[src/rtl/miriscv_lsu_pkg.sv]
// miriscv_lsu_pkg: shared encodings for the load-store unit.
//   LDST_*      : decoder mem_size encodings (sign-extending B/H/W, unsigned BU/HU)
//   lsu_state_e : LSU transaction state machine states
package miriscv_lsu_pkg;

  localparam logic [2:0] LDST_B  = 3'd0;
  localparam logic [2:0] LDST_H  = 3'd1;
  localparam logic [2:0] LDST_W  = 3'd2;
  localparam logic [2:0] LDST_BU = 3'd4;
  localparam logic [2:0] LDST_HU = 3'd5;

  typedef enum logic [1:0] {
    LSU_IDLE,
    LSU_WAIT_GNT,
    LSU_WAIT_RVALID
  } lsu_state_e;

endpackage

[src/rtl/miriscv_lsu_fmt.sv]
// miriscv_lsu_fmt: combinational data formatting for the LSU.
//   size, off, we, wdata_in -> fault (misaligned/illegal), be, wdata_out (lane-replicated)
//   rsize, roff, rdata      -> ldata (extracted and sign/zero extended load value)
module miriscv_lsu_fmt
  import miriscv_lsu_pkg::*;
(
  input  logic [2:0]  size,
  input  logic [1:0]  off,
  input  logic        we,
  input  logic [31:0] wdata_in,
  output logic        fault,
  output logic [3:0]  be,
  output logic [31:0] wdata_out,
  input  logic [2:0]  rsize,
  input  logic [1:0]  roff,
  input  logic [31:0] rdata,
  output logic [31:0] ldata
);

  logic [7:0]  rbyte;
  logic [15:0] rhalf;

  always_comb begin
    fault = 1'b0;
    case (size)
      LDST_B:  fault = 1'b0;
      LDST_BU: fault = we;
      LDST_H:  fault = off[0];
      LDST_HU: fault = off[0] | we;
      LDST_W:  fault = |off;
      default: fault = 1'b1;
    endcase
  end

  // Byte enables and lanes depend only on access width, not signedness.
  always_comb begin
    be        = 4'b1111;
    wdata_out = wdata_in;
    case (size[1:0])
      2'd0: begin
        be        = 4'b0001 << off;
        wdata_out = {4{wdata_in[7:0]}};
      end
      2'd1: begin
        be        = off[1] ? 4'b1100 : 4'b0011;
        wdata_out = {2{wdata_in[15:0]}};
      end
      default: begin
        be        = 4'b1111;
        wdata_out = wdata_in;
      end
    endcase
  end

  always_comb begin
    rbyte = 8'(rdata >> {roff, 3'b000});
    rhalf = 16'(rdata >> {roff[1], 4'b0000});
    case (rsize)
      LDST_B:  ldata = {{24{rbyte[7]}}, rbyte};
      LDST_BU: ldata = {24'd0, rbyte};
      LDST_H:  ldata = {{16{rhalf[15]}}, rhalf};
      LDST_HU: ldata = {16'd0, rhalf};
      default: ldata = rdata;
    endcase
  end

endmodule

[src/rtl/miriscv_lsu.sv]
// miriscv_lsu: load-store unit, request/grant/response data-memory master.
//   clk_i, rst_i (sync, active-high)
//   lsu_req_i/we_i/size_i/addr_i/data_i : decoded access from the core (held while stalled)
//   lsu_data_o, lsu_stall_req_o, lsu_misaligned_o, lsu_timeout_o : results back to the core
//   data_req_o/we_o/be_o/addr_o/wdata_o, data_gnt_i/rvalid_i/rdata_i : memory port
module miriscv_lsu
  import miriscv_lsu_pkg::*;
#(
  parameter int unsigned TIMEOUT_CYCLES = 255,
  parameter int unsigned TO_CNT_W       = 16
) (
  input  logic        clk_i,
  input  logic        rst_i,
  input  logic        lsu_req_i,
  input  logic        lsu_we_i,
  input  logic [2:0]  lsu_size_i,
  input  logic [31:0] lsu_addr_i,
  input  logic [31:0] lsu_data_i,
  output logic [31:0] lsu_data_o,
  output logic        lsu_stall_req_o,
  output logic        lsu_misaligned_o,
  output logic        lsu_timeout_o,
  output logic        data_req_o,
  output logic        data_we_o,
  output logic [3:0]  data_be_o,
  output logic [31:0] data_addr_o,
  output logic [31:0] data_wdata_o,
  input  logic        data_gnt_i,
  input  logic        data_rvalid_i,
  input  logic [31:0] data_rdata_i
);

  lsu_state_e          state;
  logic [1:0]          off_q;
  logic [2:0]          size_q;
  logic                we_q;
  logic [TO_CNT_W-1:0] to_cnt;

  logic        fault;
  logic        to_hit;
  logic [31:0] ldata;

  miriscv_lsu_fmt u_fmt (
    .size      (lsu_size_i),
    .off       (lsu_addr_i[1:0]),
    .we        (lsu_we_i),
    .wdata_in  (lsu_data_i),
    .fault     (fault),
    .be        (data_be_o),
    .wdata_out (data_wdata_o),
    .rsize     (size_q),
    .roff      (off_q),
    .rdata     (data_rdata_i),
    .ldata     (ldata)
  );

  assign data_addr_o = {lsu_addr_i[31:2], 2'b00};
  assign data_we_o   = lsu_we_i;
  assign to_hit      = (to_cnt == TO_CNT_W'(TIMEOUT_CYCLES - 1));

  // Request/stall/fault outputs are combinational so an access issues in the
  // same cycle it is decoded; all are forced low while reset is asserted.
  always_comb begin
    data_req_o       = 1'b0;
    lsu_stall_req_o  = 1'b0;
    lsu_misaligned_o = 1'b0;
    lsu_timeout_o    = 1'b0;
    lsu_data_o       = '0;
    if (!rst_i) begin
      case (state)
        LSU_IDLE: begin
          if (lsu_req_i) begin
            if (fault) begin
              lsu_misaligned_o = 1'b1;
            end else begin
              data_req_o      = 1'b1;
              lsu_stall_req_o = 1'b1;
            end
          end
        end
        LSU_WAIT_GNT: begin
          data_req_o      = 1'b1;
          lsu_stall_req_o = 1'b1;
        end
        LSU_WAIT_RVALID: begin
          if (data_rvalid_i) begin
            if (!we_q) lsu_data_o = ldata;
          end else if (to_hit) begin
            lsu_timeout_o = 1'b1;
          end else begin
            lsu_stall_req_o = 1'b1;
          end
        end
        default: ;
      endcase
    end
  end

  always_ff @(posedge clk_i) begin
    if (rst_i) begin
      state  <= LSU_IDLE;
      off_q  <= '0;
      size_q <= '0;
      we_q   <= 1'b0;
      to_cnt <= '0;
    end else begin
      case (state)
        LSU_IDLE: begin
          to_cnt <= '0;
          if (lsu_req_i && !fault) begin
            off_q  <= lsu_addr_i[1:0];
            size_q <= lsu_size_i;
            we_q   <= lsu_we_i;
            state  <= data_gnt_i ? LSU_WAIT_RVALID : LSU_WAIT_GNT;
          end
        end
        LSU_WAIT_GNT: begin
          if (data_gnt_i) state <= LSU_WAIT_RVALID;
        end
        LSU_WAIT_RVALID: begin
          if (data_rvalid_i || to_hit) begin
            state  <= LSU_IDLE;
            to_cnt <= '0;
          end else begin
            to_cnt <= to_cnt + 1'b1;
          end
        end
        default: state <= LSU_IDLE;
      endcase
    end
  end

endmodule

[config.mk]
export PLATFORM = sky130hd
export DESIGN_NAME = miriscv_lsu
export DESIGN_NICKNAME = d
export VERILOG_FILES = /design/src/rtl/miriscv_lsu_pkg.sv /design/src/rtl/miriscv_lsu_fmt.sv /design/src/rtl/miriscv_lsu.sv
export SDC_FILE = /design/constraint.sdc
export NUM_CORES = 1
export LEC_CHECK = 0
export BUFFER_PORTS_ARGS = -buffer_cell sky130_fd_sc_hd__buf_2
export CAP_MARGIN = 15
export CORE_ASPECT_RATIO = 0.8
export CORE_MARGIN = 2
export CORE_UTILIZATION = 25
export CTS_BUF_LIST = sky130_fd_sc_hd__clkbuf_16
export CTS_CLUSTER_DIAMETER = 120
export DETAILED_ROUTE_END_ITERATION = 8
export GPL_ROUTABILITY_DRIVEN = 0
export SLEW_MARGIN = 10
export SYNTH_ARGS = -nofsm -noshare
export SYNTH_HDL_FRONTEND = slang
export SYNTH_HIERARCHICAL = 1
export SYNTH_SLANG_ARGS = --single-unit
export TNS_END_PERCENT = 5
[constraint.sdc]
create_clock -name clk_i -period 1.5 [get_ports clk_i]
set_input_delay 0.15 -clock clk_i [delete_from_list [all_inputs] [get_ports clk_i]]
set_output_delay 0.15 -clock clk_i [all_outputs]
set_load 0.1 [all_outputs]
Word level (Yosys, flattened, before mapping)
Cells that the tools add are included.

operators by class
  add/sub/neg operators = 1
  muxes and demuxes = 32
  equality and inequality tests = 14
  shift-type cells = 3
  reduce and logical (&&, ||, !) cells = 11
  bitwise gates (word level) = 1

operators with widths
  cell                                                   count
  2-to-1 mux 32 bit                                      4
  one-hot mux 32 bit (4 select lines)                    1
  one-hot mux 32 bit (2 select lines)                    1
  one-hot mux 16 bit (2 select lines)                    1
  right shift 32 x 5 -> 16 bit                           1
  right shift 32 x 5 -> 8 bit                            1
  adder 16 x 1 -> 16 bit (second input constant)         1
  equality test 16 x 8 -> 1 bit (second input constant)  1
  2-to-1 mux 16 bit                                      1
  2-to-1 mux 1 bit                                       14
  equality test 3 bit (second input constant)            4
  2-to-1 mux 2 bit                                       4
  one-hot mux 4 bit (2 select lines)                     1
  equality test 3 x 1 -> 1 bit (second input constant)   2
  logical NOT 3 bit                                      2
  != test 2 bit (second input constant)                  3
  one-hot mux 2 bit (3 select lines)                     1
  one-hot mux 1 bit (5 select lines)                     1
  equality test 2 x 1 -> 1 bit (second input constant)   2
  logical NOT 2 bit                                      2
  2-to-1 mux 4 bit                                       1
  left shift 1 x 2 -> 4 bit (first input constant)       1
  equality test 3 x 2 -> 1 bit (second input constant)   1
  one-hot mux 1 bit (3 select lines)                     1
  other kinds (10)                                       10

word-level totals
  logic and storage cells = 67
  register bits after elaboration = 24
  input port bits = 105

Logic depth before layout (Yosys ltp)
Gate-level depths: netlist of run 1.

  word-level depth = 6
  depth in mapped cells = 8

Modules after synthesis
The synthesis of run 1 kept the hierarchy.

modules (own cells, without submodules)
  module           area each (µm²)  seq. area each (µm²)  times used  cells an instance
  miriscv_lsu      1898.1           480.5                 1           245
  miriscv_lsu_fmt  1234.9           0.0                   1           186

Worst setup path before layout of run 1
No wires, ideal clock.

  path kind = in2out
  from = input port lsu_size_i[0]
  to = output port lsu_stall_req_o
  slack = -2.703 ns
  buffers on the path = 1
  arrival time = 4.053 ns
  cell stages on the path = 7
  path through = buf_2 a221oi_1 a21oi_1 nand2b_1 nor2b_1 nor3_1 o21bai_1

between the ends
  word-level cells in the longest chain between the ends = 6
  elaborated cells on any way between the ends = 10
  those cells by class = eq/ne: 4; mux: 5; reduce/logical: 1

RTL lines
  element                                               line                   source
  start, declared                                       miriscv_lsu.sv:16      input logic [2:0] lsu_size_i,
  equality test 3 x 2 -> 1 bit (tied with other cells)  miriscv_lsu_fmt.sv:25  case (size)
  one-hot mux 1 bit (5 select lines) *                  miriscv_lsu_fmt.sv:25
  named net fault                                       miriscv_lsu.sv:39      logic fault;
  2-to-1 mux 1 bit *                                    miriscv_lsu.sv:73      if (fault) begin
  2-to-1 mux 1 bit *                                    miriscv_lsu.sv:72      if (lsu_req_i) begin
  one-hot mux 1 bit (3 select lines) *                  miriscv_lsu.sv:70      case (state)
  2-to-1 mux 1 bit *                                    miriscv_lsu.sv:69      if (!rst_i) begin
  end, declared                                         miriscv_lsu.sv:20      output logic lsu_stall_req_o,

The timed path passes the listed nets; every way through them passes the cells marked *.

Worst setup path after layout of run 1
  from = register off_q[0]
  to = output port lsu_data_o[9]

between the ends
  word-level cells in the longest chain between the ends = 6

RTL lines
  element                              line                   source
  start, declared                      miriscv_lsu.sv:34      logic [1:0] off_q;
  start signal, assigned               miriscv_lsu.sv:111     off_q <= lsu_addr_i[1:0];
  right shift 32 x 5 -> 8 bit          miriscv_lsu_fmt.sv:56  rbyte = 8'(rdata >> {roff, 3'b000});
  one-hot mux 32 bit (4 select lines)  miriscv_lsu_fmt.sv:58  case (rsize)
  named net ldata[9]                   miriscv_lsu.sv:41      logic [31:0] ldata;
  2-to-1 mux 32 bit                    miriscv_lsu.sv:87      if (!we_q) lsu_data_o = ldata;
  2-to-1 mux 32 bit                    miriscv_lsu.sv:86      if (data_rvalid_i) begin
  2-to-1 mux 32 bit                    miriscv_lsu.sv:70
  2-to-1 mux 32 bit                    miriscv_lsu.sv:69
  end, declared                        miriscv_lsu.sv:19      output logic [31:0] lsu_data_o,

The timed path passes the listed nets, and every way through them passes these cells.

==> results_dict.tcl, run 1 <==
set metrics [dict create \
    path_class "reg -> out" \
    fmaxAchievable_ghz 0.502 \
    end_kind "output pin" \
    core_area_sq_mm 0.0122 \
    finalPower_mw 3.14 \
    layout-drive-gt1-share 0.551 \
    min_path_type "in -> reg" \
    fillers 1160 \
    nets 694 \
    drv_slew 0 \
    dp_hpwl_mm 8.43 \
    yosysTopAreaCell "dfxtp_1" \
    clockRootBuffer "clkbuf_16" \
    violations "setup timing" \
    powerDensity_mw_per_mm2 575 \
    pre_cts_slack_ps -382 \
    p_comb_frac 0.539 \
    numCtsBuffers 3 \
    ys_ff_latch 24 \
    crit_start "off_q[0]$_SDFFE_PP0P_" \
    wl_per_cell_um 15.3 \
    port_buffers 147 \
    placementRows 36 \
    io-pin-count 210 \
    cp-start-kind "register" \
    final.setup_skew_ps 3.19 \
    fin_util 0.448 \
    netSwitchingFraction 0.435 \
    start_util 0.257 \
    avgSynthCellArea_sq_um 7.27 \
    clk_latency_ps 260 \
    numClockSinks 24 \
    grt_max_degree 29 \
    wl_mm 11.6 \
    power.internal_mw 1.78 \
    power_frac_seq 0.210 \
    synthCells 431 \
    yosysSeqAreaShare 0.153 \
    setup_ws_ps -490 \
    reg2reg_slack_ps -60 \
    rr_startpoint "to_cnt[0]$_SDFFE_PP0P_" \
    p_switching_mw 1.37 \
    dr.pass1.iters 6 \
    synth_top_area_frac 0.153 \
    worst_r2r_endpoint "to_cnt[1]$_SDFFE_PP0P_" \
    cap_violations 0 \
    power.share.clock 0.250 \
    drc 0 \
    vias 3902 \
    multi_input_area_sq_mm 0.00244 \
    setup_violations 45 \
    ff2ff_path_depth 7 \
    area_delta_synth_final_pct 74.4 \
    grt_pass1_vias 3781 \
    track_usage 0.166 \
    design_area_sq_mm 0.00546 \
    dieWidth_um 129 \
    via_per_inst 5.15 \
    hold_viol_final 0 \
    path_clk_slew_ps 70 \
    crit_fanout 7 \
    timing.critical_path.to "lsu_data_o[9]" \
    status "complete, but fails checks" \
    synthDistinctLibCells 54 \
    antenna_cells 0 \
    clockBufferDepth 2 \
    globalRouteOverflowTotal 0 \
    yosys_warnings 6 \
    synth_ff_type "dfxtp_1" \
    peakVddDrop_uv 514 \
    rsz0062_at_grt "true" \
    timing.final.crit_share 1.33 \
    ff_latch_area_sq_um 494 \
    tritoncts "built" \
    die_h_um 104 \
    syn_area_sq_mm 0.00313 \
    ant_nets 0 \
    async_reset_ff_frac 0 \
    place_area_sq_mm 0.00487 \
    die_area_sq_mm 0.0134 \
    antenna_found_initial 0 \
    synth_area_leaders "dfxtp_1, buf_4, mux2i_1" \
    arrival_ps 1840 \
    worstPathRequired_ps 1350 \
    synth_edf_count 0 \
    final_cells 757 \
    period_needed_ps 1990 \
    power_leakage_nw 2.30 \
    dp.cells 740 \
    first_iter_violations 211 \
    grt_pass1_wl_mm 18.7 \
    htreeDepth 1 \
]
==> cell usage in the layout, fill, tap and decap left out, drive strengths merged, types with 2 or more instances in the layout <==
cell / instances
nand3b: 2
nand3: 12
mux2: 18
o2111ai: 4
a221oi: 2
a211oi: 21
o21ai: 33
mux4: 2
mux2i: 21
nand2: 54
o21bai: 5
dfxtp: 24
nor3: 8
and3: 2
nor2b: 7
nand4: 9
buf: 226
a21oi: 5
nor4b: 2
and4: 4
ha: 2
nor2: 20
a31oi: 14
inv: 6
nand2b: 2
clkbuf: 4
conb: 2
a21o: 7
nor4: 6
nand4b: 14
and3b: 2
and2: 33
==> routing by layer <==
| layer | up-vias | global-route usage | routed length [um] |
|---|---|---|---|
| met2 | 210 | 0.268 | 5390 |
| met1 | 1821 | 0.225 | 5060 |
| met5 | - | 0 | 0 |
| met3 | 38 | 0.0252 | 803 |
| met4 | 0 | 0.0559 | 327 |
| li1 | 1833 | - | - |
==> critical path, stage by stage, from the launching register on <==
cell and delay (ps):
dfxtp_4 380, mux2_4 330, a221oi_4 310, buf_6 170, o21ai_1 80, and2_4 150
buf_12 160
==> layout make-up <==
cell class                 count  share of cell area
clock buffer                   3              0.0137
clock inverter                 1             0.00550
inverter                       6             0.00458
multi-input combinational    325               0.446
sequential                    24              0.0905
tap                          171              0.0392
timing repair buffer         227               0.400
==> timing repair <==
action | CTS | global route
setup buffers | 5 | 6
gates resized for setup | 101 | 26
pin swaps | 23 | 14
hold buffers | 0 | 0
endpoints found under the setup margin | 47 | 61
cloned | 2 | 0
==> worst min path at each step <==
stage / to / from / cells past startpoint
floorplan: size_q[0]$_SDFFE_PP0P_ / lsu_size_i[0] / 2
global placement: data_addr_o[12] / lsu_addr_i[12] / 0
detailed placement: data_addr_o[12] / lsu_addr_i[12] / 0
CTS: state[0]$_SDFFE_PP0P_ / data_gnt_i / 3
global route: state[0]$_SDFFE_PP0P_ / data_gnt_i / 3
finish: state[0]$_SDFFE_PP0P_ / data_gnt_i / 3
==> registers in the layout (all words and copies together), names as in the netlist <==
| name | cells |
|---|---|
| to_cnt | 16 |
| size_q | 3 |
| state | 2 |
| we_q | 1 |
| off_q | 2 |
==> cell families after synthesis <==
group / count (synthesis) / share of synthesized area
compound gates: 98 / 0.207
fa+ha+maj: 2 / 0.00799
buf+inv: 84 / 0.165
flops: 24 / 0.153
mux: 40 / 0.139
other cells: 1 / 0.00120
simple gates: 182 / 0.327
==> power groups by stage <==
stage | clock network [mW] | logic [mW] | registers (mW)
finish | 0.786 | 1.70 | 0.661
global route | 0.805 | 1.78 | 0.662
floorplan | 0 | 1.42 | 0.671
CTS | 0.785 | 1.64 | 0.662
global placement | 0 | 1.54 | 0.674
detailed placement | 0 | 1.56 | 0.674
==> synth_stat cells (all sizes together) (5+ instances only) <==
library cell and count:
buf 54, nand2 54, and2 33, o21ai 33
clkbuf 24, dfxtp 24, a211oi 21, mux2i 21
nor2 20, mux2 18, a31oi 14, nand4b 14
nand3 12, nand4 9, nor3 8, a21o 7
nor2b 7, inv 6, nor4 6, a21oi 5
o21bai 5
==> metrics by stage <==
stage | hold WS (ps) | TNS, ps
after floorplan | 297 | -25950
after global placement | 301 | -8680
after detailed placement | 301 | -9650
after CTS | 150 | -14710
after global routing | 160 | -19730
final | 140 | -15440
Note: power is estimated with default switching activity, not from simulation.
==> run 2, diff against run 1 <==
--- a/config.mk
+++ b/config.mk
@@ -7,13 +7,16 @@
 export LEC_CHECK = 0
 export BUFFER_PORTS_ARGS = -buffer_cell sky130_fd_sc_hd__buf_2
 export CAP_MARGIN = 15
+export CELL_PAD_IN_SITES_DETAIL_PLACEMENT = 0
+export CELL_PAD_IN_SITES_GLOBAL_PLACEMENT = 2
 export CORE_ASPECT_RATIO = 0.8
 export CORE_MARGIN = 2
-export CORE_UTILIZATION = 25
+export CORE_UTILIZATION = 19
 export CTS_BUF_LIST = sky130_fd_sc_hd__clkbuf_16
 export CTS_CLUSTER_DIAMETER = 120
 export DETAILED_ROUTE_END_ITERATION = 8
 export GPL_ROUTABILITY_DRIVEN = 0
+export PLACE_DENSITY_LB_ADDON = 0.1
 export SLEW_MARGIN = 10
 export SYNTH_ARGS = -nofsm -noshare
 export SYNTH_HDL_FRONTEND = slang
==> run 2 against run 1 <==
Compared with the run above: the run still ends with setup timing left; clock skew grew 8.6 ps; routed wire length grew 9.8%; register-to-register slack lost 90 ps; global-route usage shrank 2.4 points; sequential share of layout area is essentially flat; critical path type unchanged; largest power group unchanged.
==> results_dict.tcl, run 2 (synthesis results as in run 1) <==
set metrics [dict create \
    status "complete, but fails checks" \
    violations "setup timing" \
    via_per_inst 4.64 \
    setup_ws_ps -567 \
    path_cells "inv_4 > mux4_2 > buf_6 > buf_12 > o21ai_2 > and2_4 > buf_12" \
    dieWidth_um 148 \
    layout-drive-gt1-share 0.521 \
    reg_top3 "to_cnt x16, size_q x3" \
    track_usage 0.142 \
    power.internal_mw 1.79 \
    crit_slowest_cell "mux4_2" \
    setup_violations 51 \
    antenna_found_initial 1 \
    crit_buf_inv 4 \
    nets 693 \
    ff_latch_area_sq_um 492 \
    numCtsBuffers 3 \
    holdWs_ps 121 \
    cpMostUsedCell "buf_12" \
    grt_max_degree 27 \
    powerDensity_mw_per_mm2 586 \
    wl_mm 12.7 \
    area_delta_synth_final_pct 73.0 \
    arrival_ps 1920 \
    hold_viol_final 0 \
    peakVddDrop_uv 366 \
    crit_cells 7 \
    whs_path_depth 3 \
    path_clk_slew_ps 80 \
    timing.final.crit_share 1.38 \
    setup_tns_ps -18330 \
    cp-start-kind "register" \
    path_class "reg -> out" \
    final.setup_skew_ps 11.8 \
    power.share.clock 0.257 \
    grt_pass1_vias 3876 \
    max_stage_delay_ps 500 \
    timing.critical_path.to "lsu_data_o[22]" \
    crit_family "buffers and inverters" \
    globalRouteOverflowTotal 0 \
    largest_register_ffs 16 \
    die_h_um 119 \
    netSwitchingFraction 0.437 \
    top_usage_layer "met2" \
    dr.pass1.iters 4 \
    clk_latency_ps 270 \
    crit_fanout 5 \
    ant_nets 0 \
    core_area_sq_mm 0.0160 \
    ff2ff_path_depth 7 \
    clockRootBuffer "clkbuf_16" \
    period_needed_ps 2070 \
    layout_commonest_cell "buf_2" \
    clockBufferDepth 2 \
    antenna_cells 0 \
    numClockSinks 24 \
    power_leakage_nw 2.28 \
    die_area_sq_mm 0.0175 \
    htreeDepth 1 \
    power_frac_seq 0.207 \
    fmaxAchievable_ghz 0.484 \
    grt_pass1_wl_mm 20.4 \
    drc 0 \
    first_iter_violations 195 \
    worstPathRequired_ps 1350 \
    placementRows 41 \
    reg2reg_slack_ps -150 \
    end_kind "output pin" \
    worst_r2r_endpoint "to_cnt[1]$_SDFFE_PP0P_" \
    tritoncts "built" \
    start_util 0.196 \
    multi_input_area_sq_mm 0.00234 \
    vias 3714 \
    port_buffers 147 \
    rsz0062_at_grt "true" \
    rr_startpoint "to_cnt[0]$_SDFFE_PP0P_" \
    fillers 1684 \
    min_path_type "in -> reg" \
    dp_hpwl_mm 10.0 \
    final_cell_mix "buf_2, buf_4, nand2_1, buf_12, mux2i_1" \
    drv_slew 0 \
    crit_start "off_q[1]$_SDFFE_PP0P_" \
    wl_per_cell_um 15.9 \
    met1_usage 0.184 \
    p_switching_mw 1.39 \
    p_comb_frac 0.536 \
    met2_usage 0.240 \
    io-pin-count 210 \
    regMostFlops "to_cnt" \
    cap_violations 0 \
    met3_usage 0.0295 \
]
## run 2: cell types whose count changed in the layout (fill, tap and decap cells not counted), moves of 9 or more
cell and change:
a211oi_1 +9, a211oi_2 -9, and2_1 +10, and2_4 -10
buf_4 -12, buf_6 +14, o21ai_1 -12
## run 2: worst min-delay path by stage
stage               slack (ps)                endpoint           start
global route               140   state[0]$_SDFFE_PP0P_      data_gnt_i
floorplan                  300  size_q[0]$_SDFFE_PP0P_   lsu_size_i[0]
detailed placement         300         data_addr_o[21]  lsu_addr_i[21]
global placement           300         data_addr_o[21]  lsu_addr_i[21]
CTS                        120   state[0]$_SDFFE_PP0P_      data_gnt_i
finish                     120   state[0]$_SDFFE_PP0P_      data_gnt_i
## run 2: final cells by class
| class | count | area share |
|---|---|---|
| multi-input cells | 324 | 0.432 |
| repair buffers | 227 | 0.403 |
| flip-flops and latches | 24 | 0.0907 |
| well taps | 215 | 0.0496 |
| clock buffers | 3 | 0.0138 |
| clock inverters | 1 | 0.00554 |
| inverters | 6 | 0.00462 |
## run 2: what timing repair did
item                                    4_1_cts  5_1_grt
endpoints found under the setup margin       68       62
hold endpoints to repair                      0        0
setup buffers                                 4        1
pin swaps                                    15        8
gates cloned                                  1        1
gates resized for setup                      74       26
hold buffers                                  0        0
## run 2: tightest hold or removal path, cell delays in order
cell    delay [ps]
buf_2           90
nor3_1          40
o21a_1          90
## run 2: per-layer routing
layer	wire [um]	share of wire
met1	5800	0.46
met2	5940	0.47
met3	802	0.063
met4	149	0.012
met5	20	0.0016
## run 2: through the flow
stage | cell area (sq um) | cells | setup slack [ps] | power, mW | util
2_1_floorplan | 3220 | 432 | -806 | 2.09 | -
3_3_place_gp | 4940 | 789 | -463 | 2.25 | 0.310
3_5_place_dp | 4940 | 789 | -471 | 2.24 | 0.310
4_1_cts | 5330 | 798 | -557 | 3.18 | 0.334
5_1_grt | 5420 | 800 | -626 | 3.32 | 0.340
6_report | 5420 | 800 | -567 | 3.18 | 0.340
## run 2: power groups by stage
stage | sequential [mW] | clock (mW) | combinational, mW
floorplan | 0.671 | 0 | 1.42
global placement | 0.671 | 0 | 1.58
detailed placement | 0.671 | 0 | 1.57
CTS | 0.657 | 0.839 | 1.69
global route | 0.660 | 0.870 | 1.79
finish | 0.658 | 0.816 | 1.70
==> run 3, diff against run 2 <==
==> constraint.sdc (replaced) <==
create_clock -name clk_i -period 1.5 [get_ports clk_i]
set_input_delay 0.15 -clock clk_i [delete_from_list [all_inputs] [get_ports clk_i]]
set_output_delay 0.15 -clock clk_i [all_outputs]
set_load 0.01 [all_outputs]
==> run 3 against run 2 <==
Compared with the run above: the run still ends with setup timing left; clock skew down 5.6 ps; sequential cell count is the same; hold slack improved by 34 ps; die area unchanged; global-route usage is 0.49 points lower; sequential power about the same; via count is 0.24% higher; sequential share of layout area up 1.6 points; worst setup slack gained 130 ps; power fell by 28%.
==> results_dict.tcl, run 3 (synthesis results as in run 1) <==
set metrics [dict create \
    setup_ws_ps -440 \
    dp_hpwl_mm 9.44 \
    antenna_found_initial 0 \
    antenna_cells 0 \
    final_cells 796 \
    core_area_sq_mm 0.0160 \
    period_needed_ps 1940 \
    crit_fanout 4 \
    wl_per_cell_um 15.4 \
    setup_tns_ps -14270 \
    largest_register_ffs 16 \
    setup_violations 50 \
    wl_mm 12.2 \
    layout-drive-gt1-share 0.501 \
    numCtsBuffers 3 \
    track_usage 0.137 \
    first_iter_violations 117 \
    drv_slew 0 \
    cp-start-kind "register" \
    timing.final.crit_share 1.29 \
    port_buffers 147 \
    status "complete, but fails checks" \
    fmaxAchievable_ghz 0.515 \
    clk_latency_ps 260 \
    nets 689 \
    start_util 0.196 \
    grt_max_degree 33 \
    rsz0062_at_grt "true" \
    clockRootBuffer "clkbuf_16" \
    die_h_um 119 \
    clockBufferDepth 2 \
    rr_startpoint "to_cnt[0]$_SDFFE_PP0P_" \
    arrival_ps 1790 \
    placementRows 41 \
    vias 3723 \
    path_clk_slew_ps 70 \
    min_from "data_gnt_i" \
    power_leakage_nw 2.05 \
    reg_top3 "to_cnt x16, size_q x3" \
    io-pin-count 210 \
    crit_start "off_q[0]$_SDFFE_PP0P_" \
    via_per_inst 4.68 \
    hold_viol_final 0 \
    peakVddDrop_uv 388 \
    regMostFlops "to_cnt" \
    area_delta_synth_final_pct 46.7 \
    path_class "reg -> out" \
    globalRouteOverflowTotal 0 \
    tritoncts "built" \
    ant_nets 0 \
    grt_pass1_vias 3769 \
    powerDensity_mw_per_mm2 501 \
    cap_violations 0 \
    final.setup_skew_ps 6.22 \
    min_path_type "in -> reg" \
    violations "setup timing" \
    postCtsHoldBufs 0 \
    htreeDepth 1 \
    final_cell_mix "buf_2, buf_4, nand2_1, and2_1, o21ai_1" \
    drc 0 \
    worstPathRequired_ps 1350 \
    numClockSinks 24 \
    dr.pass1.iters 4 \
    dp.cells 789 \
    dieWidth_um 148 \
    die_area_sq_mm 0.0175 \
    layout_commonest_cell "buf_2" \
    grt_pass1_wl_mm 19.6 \
    end_kind "output pin" \
    fin_util 0.288 \
]
==> run 3: layout make-up <==
| type | count | area, sq um |
|---|---|---|
| Timing Repair Buffer | 222 | 1410 |
| Sequential cell | 24 | 492 |
| Inverter | 6 | 22.5 |
| Fill cell | 1739 | 11400 |
| Tap cell | 215 | 269 |
| Multi-Input combinational cell | 325 | 2300 |
| Clock inverter | 1 | 30.0 |
| Clock buffer | 3 | 75.1 |
==> run 3: timing repair <==
item                       in CTS  in global routing
gates cloned                    1                  0
pin swaps                      19                  9
hold endpoints to repair        0                  0
gates resized for setup        40                  8
setup buffers                   2                  0
setup endpoints to repair      51                 53
==> run 3: metal layers <==
metal,vias up,share of wire,global-route usage
met5,-,0,0
met4,0,0.012,0.0282
met3,18,0.058,0.0238
met2,139,0.48,0.240
met1,1741,0.45,0.177
li1,1825,-,-
==> run 3: worst max-delay path: stages, from the launching register on <==
cell and delay, ps:
dfxtp_4 370, mux2_4 320, or4_1 430, o211a_1 150, and2_1 130, buf_2 130
==> run 3: where the power goes <==
part           internal [mW]  total [mW]  switching (mW)
Sequential             0.646       0.659          0.0136
Clock                  0.532       0.789           0.258
Combinational          0.415       0.854           0.440
Total                   1.59        2.30           0.711
==> run 3: metrics by stage <==
step	total power, mW	hold slack [ps]	instance area (sq um)	setup slack, ps
after floorplan	1.19	297	3210	-26.8
after global placement	1.49	300	4310	-303
after detailed placement	1.48	300	4310	-346
after CTS	2.34	153	4570	-439
after global routing	2.44	158	4600	-514
final	2.30	155	4600	-440
==> run 3: worst paths after layout <==
kind / to / depth (start not counted) / slack (ps)
worst max-delay path: lsu_data_o[7] / 5 / -440
worst min-delay path: state[0]$_SDFFE_PP0P_ / 3 / 160
worst max register to register: to_cnt[11]$_SDFFE_PP0P_ / 7 / -100
worst min register to register: to_cnt[9]$_SDFFE_PP0P_ / 2 / 550
